`src/rtl/l1_mem_arbiter.sv`:
```
// Round-robin arbiter between the L1 I-refill and D-refill/writeback paths for
// one shared burst memory port: grant, address phase, then pass-through beats.
module l1_mem_arbiter #(
  parameter int ADDR_WIDTH      = 32,
  parameter int DATA_WIDTH      = 32,
  parameter int READ_BURST_LEN  = 8,
  parameter int WRITE_BURST_LEN = 8
) (
  input  logic                  sys_clk,
  input  logic                  sys_rst,
  input  logic                  i_req,
  input  logic [ADDR_WIDTH-1:0] i_addr,
  output logic                  i_gnt,
  output logic                  i_rvalid,
  output logic [DATA_WIDTH-1:0] i_rdata,
  output logic                  i_done,
  input  logic                  d_req,
  input  logic                  d_we,
  input  logic [ADDR_WIDTH-1:0] d_addr,
  input  logic [DATA_WIDTH-1:0] d_wdata,
  output logic                  d_gnt,
  output logic                  d_rvalid,
  output logic [DATA_WIDTH-1:0] d_rdata,
  output logic                  d_done,
  output logic                  d_wready,
  output logic                  mem_req,
  output logic                  mem_we,
  output logic [ADDR_WIDTH-1:0] mem_addr,
  input  logic                  mem_ack,
  output logic [DATA_WIDTH-1:0] mem_wdata,
  input  logic                  mem_wready,
  input  logic                  mem_rvalid,
  input  logic [DATA_WIDTH-1:0] mem_rdata,
  output logic [1:0]            dbg_state
);

  typedef enum logic [1:0] {IDLE, ADDR, RBURST, WBURST} state_e;

  localparam int MAX_LEN = (READ_BURST_LEN > WRITE_BURST_LEN) ? READ_BURST_LEN : WRITE_BURST_LEN;
  localparam int CW      = $clog2(MAX_LEN + 1);
  localparam logic [CW-1:0] R_LAST = CW'(READ_BURST_LEN - 1);
  localparam logic [CW-1:0] W_LAST = CW'(WRITE_BURST_LEN - 1);

  // owner/last_owner encoding: 0 = I side, 1 = D side
  state_e                state_q, state_d;
  logic                  owner_q, owner_d;
  logic                  last_owner_q, last_owner_d;
  logic [ADDR_WIDTH-1:0] addr_q, addr_d;
  logic                  we_q, we_d;
  logic [CW-1:0]         cnt_q, cnt_d;
  logic                  i_gnt_q, i_gnt_d;
  logic                  d_gnt_q, d_gnt_d;
  logic                  win_d;
  logic                  rd_beat, wr_beat;

  always_comb begin
    state_d      = state_q;
    owner_d      = owner_q;
    last_owner_d = last_owner_q;
    addr_d       = addr_q;
    we_d         = we_q;
    cnt_d        = cnt_q;
    i_gnt_d      = 1'b0;
    d_gnt_d      = 1'b0;
    win_d        = 1'b0;
    case (state_q)
      IDLE: begin
        if (i_req || d_req) begin
          // A tie goes to whichever side was not served last
          win_d   = (i_req && d_req) ? ~last_owner_q : d_req;
          owner_d = win_d;
          addr_d  = win_d ? d_addr : i_addr;
          we_d    = win_d & d_we;
          i_gnt_d = ~win_d;
          d_gnt_d = win_d;
          state_d = ADDR;
        end
      end
      ADDR: begin
        if (mem_ack) begin
          cnt_d        = '0;
          last_owner_d = owner_q;
          state_d      = we_q ? WBURST : RBURST;
        end
      end
      RBURST: begin
        if (mem_rvalid) begin
          if (cnt_q == R_LAST) begin
            cnt_d   = '0;
            state_d = IDLE;
          end else begin
            cnt_d = cnt_q + CW'(1);
          end
        end
      end
      WBURST: begin
        if (mem_wready) begin
          if (cnt_q == W_LAST) begin
            cnt_d   = '0;
            state_d = IDLE;
          end else begin
            cnt_d = cnt_q + CW'(1);
          end
        end
      end
      default: state_d = IDLE;
    endcase
  end

  always_ff @(posedge sys_clk) begin
    if (sys_rst) begin
      state_q      <= IDLE;
      owner_q      <= 1'b0;
      last_owner_q <= 1'b1;
      addr_q       <= '0;
      we_q         <= 1'b0;
      cnt_q        <= '0;
      i_gnt_q      <= 1'b0;
      d_gnt_q      <= 1'b0;
    end else begin
      state_q      <= state_d;
      owner_q      <= owner_d;
      last_owner_q <= last_owner_d;
      addr_q       <= addr_d;
      we_q         <= we_d;
      cnt_q        <= cnt_d;
      i_gnt_q      <= i_gnt_d;
      d_gnt_q      <= d_gnt_d;
    end
  end

  // Data beats are pure pass-through, gated by state so idle strays never leak
  always_comb begin
    rd_beat   = (state_q == RBURST) && mem_rvalid;
    wr_beat   = (state_q == WBURST) && mem_wready;
    i_gnt     = i_gnt_q;
    d_gnt     = d_gnt_q;
    mem_req   = (state_q == ADDR);
    mem_we    = we_q;
    mem_addr  = addr_q;
    i_rvalid  = rd_beat && !owner_q;
    d_rvalid  = rd_beat && owner_q;
    i_rdata   = ((state_q == RBURST) && !owner_q) ? mem_rdata : '0;
    d_rdata   = ((state_q == RBURST) && owner_q) ? mem_rdata : '0;
    i_done    = i_rvalid && (cnt_q == R_LAST);
    d_done    = (d_rvalid && (cnt_q == R_LAST)) || (wr_beat && (cnt_q == W_LAST));
    d_wready  = wr_beat;
    mem_wdata = (state_q == WBURST) ? d_wdata : '0;
    dbg_state = state_q;
  end

endmodule

```
`config.mk`:
```
export PLATFORM = sky130hd
export DESIGN_NAME = l1_mem_arbiter
export DESIGN_NICKNAME = d
export VERILOG_FILES = /design/src/rtl/l1_mem_arbiter.sv
export SDC_FILE = /design/constraint.sdc
export NUM_CORES = 1
export LEC_CHECK = 0
export ABC_AREA = 1
export CORE_AREA = 5 5 104 106
export DETAILED_ROUTE_END_ITERATION = 12
export DIE_AREA = 0 0 109 111
export PLACE_DENSITY = 0.83
export REMOVE_ABC_BUFFERS = 1
export SETUP_SLACK_MARGIN = 0.1
export SYNTH_ARGS = -nofsm -noshare
export SYNTH_HDL_FRONTEND = slang
export SYNTH_SLANG_ARGS = --single-unit
```
`constraint.sdc`:
```
create_clock -name sys_clk -period 1.9 [get_ports sys_clk]
set_clock_uncertainty 0.1 [all_clocks]
set_input_delay 0.475 -clock sys_clk [delete_from_list [all_inputs] [get_ports sys_clk]]
set_output_delay 0.475 -clock sys_clk [all_outputs]
set_load 0.005 [all_outputs]
```
==> run summary, run 1 <==
Status: complete, but fails checks
Failing checks: negative setup slack
Core Box Area: 9680 µm²
Clk sinks: 43
HP Class: register to register
Finish-stage setup viols: 88
Synth Register Bits: 43
Crit path capture type: output port
Clk slew on worst S/H paths: 0.09 ns
Cell leakage power: 3.17 nW
Synth Cell Area: 2510 µm²
Final antenna-violating net count: 0
# IOs: 275
Vias in the first global route: 4,195
Hold path depth: 2
CTS buffer count: 5
Number of synthesized flops with an enable pin: 0
Max clock buf depth: 2
Share of cells above drive strength 1: 0.371
Yosys cell types: 21
Max-slew violations: 0
Critical Path AT: 1.51 ns
Total iterations of the first detailed-routing run: 4
Period minus WS final: 2.08 ns
CP Max Fanout: 6
Detail-routed via count per cell: 4.59
Dpl hpwl: 11.2 mm
Initial detailed-routing violation count: 161
Total Wirelength: 15.5 mm
Layout area overhead: 156%
# diodes: 0
Net count reported at finish: 897
CTS tree: built
Yosys top cell area share: 0.343
Ys flop type: dfxtp_1
Post-route cell area: 6420 µm²
Power per Cell Area: 815 nW/µm²
Unrepaired setup endpoints after global routing: yes
Biggest area consumer among synthesized cells: dfxtp_1
Global router's overall resource usage: 0.228
Pin count of the biggest net entering global routing: 29
Final worst path period share: 1.10
FP Rows: 36
Worst R2R End: mem_addr[22]$_SDFFE_PP0P_
Clock Latency Late Sink: 0.29 ns
Die Ht: 111 µm
Syn Inst Count: 432
Die area: 12,100 µm²
Routed len/inst: 17.3 µm
Worst slew margin: 0.810
Global-route wire length before repair: 21.9 mm
H-tree levels: 2
Setup ws final: -0.183 ns
Hold Slack: 0.375 ns
Die extent in x: 109 µm
Initial antenna violation count: 0
Fmax: 480 MHz
Sequential share of the synthesized area: 0.343
Max_cap viols: 0
Reg-to-Reg Start: dbg_state[0]$_SDFFE_PP0P_
Measured slew at the worst slew-check pin: 0.284 ns
Most numerous cell in the Yosys netlist: nand2_1
Worst Setup SP: dbg_state[0]$_SDFFE_PP0P_
Vias: 4,104
Initial core utilization: 0.259
Hold path startpoint: mem_we$_SDFFE_PP0P_
Crit Path Category: register to output port
Clock root cell: clkbuf_8
Yosys warning count: 0
Filler instances: 719
Register-to-Register Path Depth: 9
I/O Buffers: 274
DR DRC count: 0
Synth top area cells: dfxtp_1 (34%), nand2_1 (19%), nor2_1 (16%)
Post-Place Cell Area: 5620 µm²
Hold Path Sink: mem_we$_SDFFE_PP0P_
Reg2reg setup slack: 0.19 ns
Worst IR drop on VDD: 0.538 mV
Mapped Avg Cell Area: 5.81 µm²
Grt ovf: 0
Most frequent cells after synthesis: nand2_1 (124), nor2_1 (109), inv_1 (79)
Ys async rst share: 0
Setup TNS: -8.67 ns
Critical Path Start Type: register
Final Hold Fails: 0
Routability congestion estimate: 0.886
Worst EP required: 1.32 ns
[cell usage in the layout, fill, tap and decap left out, drive strengths merged]
master         count
a21oi              5
buf              166
clkbuf             7
clkdlybuf4s15      2
clkdlybuf4s50    162
clkinvlp           2
dfxtp             43
dlygate4sd2        5
dlymetal6s2s       4
ha                 1
inv               80
nand2            124
nand3             40
nor2             110
nor3               2
nor3b              1
nor4               1
o211ai             1
o21a               1
o21ai              2
o21bai             1
xor2               1
[worst max-delay path: stages (launching register included)]
cell	delay [ns]
dfxtp_4	0.37
buf_8	0.14
inv_6	0.06
nand3_4	0.12
buf_6	0.18
buf_8	0.14
nor2_2	0.08
buf_2	0.12
[cell type report]
class                           count  area, µm²  area share
Tap cell                          133        166      0.0259
Clock buffer                        5       68.8      0.0107
Clock inverter                      3       23.8     0.00370
Inverter                           79        302      0.0469
Timing Repair Buffer              341       3210       0.500
Multi-Input combinational cell    290       1790       0.278
Sequential cell                    43        867       0.135
[registers in the layout, summed over array words and instances (netlist names)]
signal,count
i_gnt,1
owner_q,1
mem_addr,32
mem_we,1
cnt_q,4
d_gnt,1
last_owner_q,1
dbg_state,2
[layer usage]
layer	GRT usage	wire length (µm)	part of all wire
met1	0.221	5070	0.33
met2	0.409	7830	0.51
met3	0.0885	1760	0.11
met4	0.120	843	0.054
met5	0	0	0
[metrics by stage]
| stage | total power, W | instances | utilization | setup WS, ns |
|---|---|---|---|---|
| 6_report | 0.00523 | 894 | 0.663 | -0.183 |
| 5_1_grt | 0.00556 | 894 | 0.663 | -0.252 |
| 4_1_cts | 0.00475 | 885 | 0.611 | -0.166 |
| 3_5_place_dp | 0.00377 | 857 | 0.580 | -0.568 |
| 3_3_place_gp | 0.00370 | 857 | 0.580 | -0.543 |
| 2_1_floorplan | 0.00207 | 412 | - | -0.281 |
[how the worst max path moves through the flow]
stage,slack (ns),to,depth (start not counted)
3_3_place_gp,-0.54,i_done,4
2_1_floorplan,-0.28,i_done,2
4_1_cts,-0.17,d_rdata[13],7
6_report,-0.18,i_rdata[6],7
3_5_place_dp,-0.57,i_done,4
5_1_grt,-0.25,i_rdata[6],7
[timing repair]
action	4_1_cts	5_1_grt
hold buffers	0	0
buffers inserted	16	8
gates resized for setup	526	132
gates cloned	4	2
setup endpoints to repair	105	108
endpoints found under the hold margin	0	0
pin swaps	5	9
[cells by family (layout without fill, tap and decap cells)]
kind of cell    Yosys count  in the layout  synth area share
simple gates            278            278             0.451
buf+inv                  99            428             0.173
flops                    43             43             0.343
compound gates           10             10            0.0244
fa+ha+maj                 1              1           0.00498
xor+xnor                  1              1           0.00349
[where the power goes]
part           internal [W]  switching, W
clock              0.000263      0.000347
combinational       0.00180       0.00157
sequential          0.00113      0.000125
No activity file was read; power rests on OpenSTA's default activity.
==> run 2: changes to the inputs <==
- GPL_ROUTABILITY_DRIVEN: not set -> 1
==> results of run 2 <==
No change in the layout: final DEF, timing and power equal those of run 1.
==> run 3: changes to the inputs <==
- CORE_AREA: 5 5 104 106 -> 2 2 108 110
- DIE_AREA: 0 0 109 111 -> 0 0 110 112
- PLACE_DENSITY: 0.83 -> 0.74
- clock period: 1.9 -> 2.6 ns (I/O delays scaled with it)
==> run summary, run 3 (same netlist as run 1, synthesis figures left out) <==
Global router's overall resource usage: 0.174 (-0.0544)
Storage element area: 863 µm² (-0.43%)
Crit path capture type: output port
Net count reported at finish: 849 (-5.4%)
Critical Path AT: 1.76 ns (+0.25 ns)
Worst path most repeated cell: clkdlybuf4s50_1
Int Pwr: 0.00218 W (-32%)
DR DRC count: 0 (unchanged)
CTS buffer count: 5 (unchanged)
Clk sinks: 43 (unchanged)
Total power: 0.00330 W (-37%)
Total Wirelength: 11.2 mm (-28%)
Measured slew at the worst slew-check pin: 0.351 ns (+0.0673 ns)
Die Ht: 112 µm (+0.90%)
Routability congestion estimate: 0.834 (-5.9%)
Multi-input combinational cell area: 1250 µm² (-30%)
Clock power frac: 0.218 (+0.101)
Worst Setup SP: mem_rdata[2]
Unrepaired setup endpoints after global routing: yes
Core Box Area: 11,200 µm² (+15%)
Final antenna-violating net count: 0 (unchanged)
Period minus WS final: 2.51 ns
Share of cells above drive strength 1: 0.0618 (-0.309)
CP Max Fanout: 2 (-4)
I/O Buffers: 274 (unchanged)
Global-route wire length before repair: 16.5 mm (-25%)
Switching share of power: 0.340 (-0.0490)
Core Util, Final: 0.508 (-0.155)
# diodes: 0 (unchanged)
Finish-stage setup viols: 0 (-100%)
CP bufs+invs: 3 (-2)
Crit path cell chain: clkdlybuf4s50_1 -> inv_1 -> nor2_1 -> clkdlybuf4s50_1
Most common cell after layout, fill and taps aside: clkdlybuf4s50_1
Initial detailed-routing violation count: 135 (-16%)
Net switching power figure: 0.00112 W (-45%)
Initial antenna violation count: 0 (unchanged)
Pin count of the biggest net entering global routing: 36 (+24%)
Max reg flops: 32 (unchanged)
CP peak stage delay: 0.50 ns (+0.13 ns)
Initial core utilization: 0.225 (-0.0346)
HP Class: register to register
Max-slew violations: 0 (unchanged)
Crit. path cell count: 4 (-3)
Grt ovf: 0 (unchanged)
Die area: 12,300 µm² (+1.8%)
Max_cap viols: 0 (unchanged)
Critical Path Start Type: input port
Combinational share of power: 0.502 (-0.141)
Crit path to: i_rdata[2]
Die extent in x: 110 µm (+0.92%)
CP delay by family, top: buffers and inverters
Clk slew on worst S/H paths: 0.06 ns (-0.03 ns)
Worst IR drop on VDD: 0.324 mV (-40%)
Fmax: 399 MHz
Layout area overhead: 126%
CTS tree: built
Crit Path Category: input port to output port
Reg-to-Reg Start: dbg_state[0]$_SDFFE_PP0P_
Total iterations of the first detailed-routing run: 4 (unchanged)
Filler instances: 1,126 (+57%)
Hold Slack: 0.370 ns (-0.00515 ns)
FP Rows: 39 (+8.3%)
Final Hold Fails: 0 (unchanged)
Cell leakage power: 3.36 nW (+6.0%)
Status: complete, no violations
Max clock buf depth: 2 (unchanged)
Crit-path slowest cell: clkdlybuf4s50_1
Worst R2R End: mem_addr[29]$_SDFFE_PP0P_
Vias in the first global route: 3,377 (-19%)
Final worst path period share: 0.963
Clock root cell: clkbuf_16
Vias: 3,487 (-15%)
Routed len/inst: 13.1 µm (-24%)
Most frequent cells in the layout: clkdlybuf4s50_1 (175), nand2_1 (123), nor2_1 (107)
Hold_buf cts: 0 (unchanged)
Dpl hpwl: 8.73 mm (-22%)
Clock Latency Late Sink: 0.28 ns (about the same)
Power per Cell Area: 581 nW/µm² (-29%)
# IOs: 275 (unchanged)
Setup TNS: 0 ns (+8.67 ns)
Worst EP required: 1.85 ns (+0.53 ns)
Detail-routed via count per cell: 4.08 (-11%)
Reg2reg setup slack: 0.99 ns (+0.80 ns)
Worst slew margin: 0.766 (-0.0442)
H-tree levels: 2 (unchanged)
Register share of total power: 0.280 (+0.040)
Register-to-Register Path Depth: 8 (-1)
[run 3: cell count changes in the layout (fill, tap and decap cells not counted), moves of 4 or more]
cell | previous run | this run
nor2_1 | 24 | 107
buf_2 | 75 | 0
dlygate4sd2_1 | 5 | 75
nor2_4 | 63 | 1
buf_6 | 44 | 1
nor2_2 | 23 | 2
dlymetal6s2s_1 | 4 | 23
buf_4 | 30 | 12
clkdlybuf4s50_1 | 162 | 175
buf_8 | 7 | 0
clkbuf_8 | 5 | 0
clkbuf_16 | 2 | 6
[run 3: worst reg2reg max path: stages (launching register included)]
cell and delay, ns:
dfxtp_2 0.41, buf_4 0.17, nor2_4 0.04, o21ai_2 0.12, nand2_1 0.11, inv_1 0.07, buf_4 0.32, nand2_1 0.12
nand3_1 0.10
[run 3: worst min-delay path by stage]
stage,slack (ns),start,endpoint,cells past startpoint
after CTS,0.37,mem_addr[12]$_SDFFE_PP0P_,mem_addr[12]$_SDFFE_PP0P_,2
after global routing,0.38,mem_addr[21]$_SDFFE_PP0P_,mem_addr[21]$_SDFFE_PP0P_,2
final,0.37,mem_addr[3]$_SDFFE_PP0P_,mem_addr[3]$_SDFFE_PP0P_,2
after floorplan,0.35,last_owner_q$_SDFFE_PP1P_,last_owner_q$_SDFFE_PP1P_,2
after detailed placement,0.35,mem_addr[0]$_SDFFE_PP0P_,mem_addr[0]$_SDFFE_PP0P_,2
after global placement,0.35,mem_addr[21]$_SDFFE_PP0P_,mem_addr[21]$_SDFFE_PP0P_,2
[run 3: stage by stage]
| step | instances | area, µm² | setup slack [ns] |
|---|---|---|---|
| after floorplan | 412 | 2370 | 0.244 |
| after global routing | 855 | 5680 | -0.00202 |
| after global placement | 844 | 5440 | -0.185 |
| after CTS | 853 | 5560 | 0.100 |
| after detailed placement | 844 | 5440 | -0.255 |
| final | 855 | 5680 | 0.0949 |
[run 3: area by class of cell]
| type | count | share of cell area |
|---|---|---|
| well taps | 143 | 0.0315 |
| inverters | 79 | 0.0522 |
| clock buffers | 5 | 0.0220 |
| multi-input cells | 290 | 0.220 |
| flip-flops and latches | 43 | 0.152 |
| clock inverters | 2 | 0.00661 |
| repair buffers | 293 | 0.515 |
[run 3: repair_timing]
item                                    in CTS  in global routing
endpoints found under the setup margin      93                 26
pin swaps                                    2                  1
gates cloned                                 0                  1
setup buffers                                2                  1
gates resized for setup                     85                 38
[run 3: per-layer routing]
metal,global-route usage,vias up,share of wire
li1,-,1823,-
met1,0.177,1471,0.37
met2,0.311,180,0.48
met3,0.0773,13,0.12
met4,0.0582,0,0.022
met5,0,-,0
[run 3: power groups by stage]
| stage | sequential, W | clock, W | combinational (W) |
|---|---|---|---|
| after floorplan | 0.000951 | 0 | 0.000561 |
| after global placement | 0.000920 | 0 | 0.00168 |
| after detailed placement | 0.000922 | 0 | 0.00169 |
| after CTS | 0.000916 | 0.000742 | 0.00164 |
| after global routing | 0.000946 | 0.000773 | 0.00183 |
| final | 0.000923 | 0.000720 | 0.00166 |
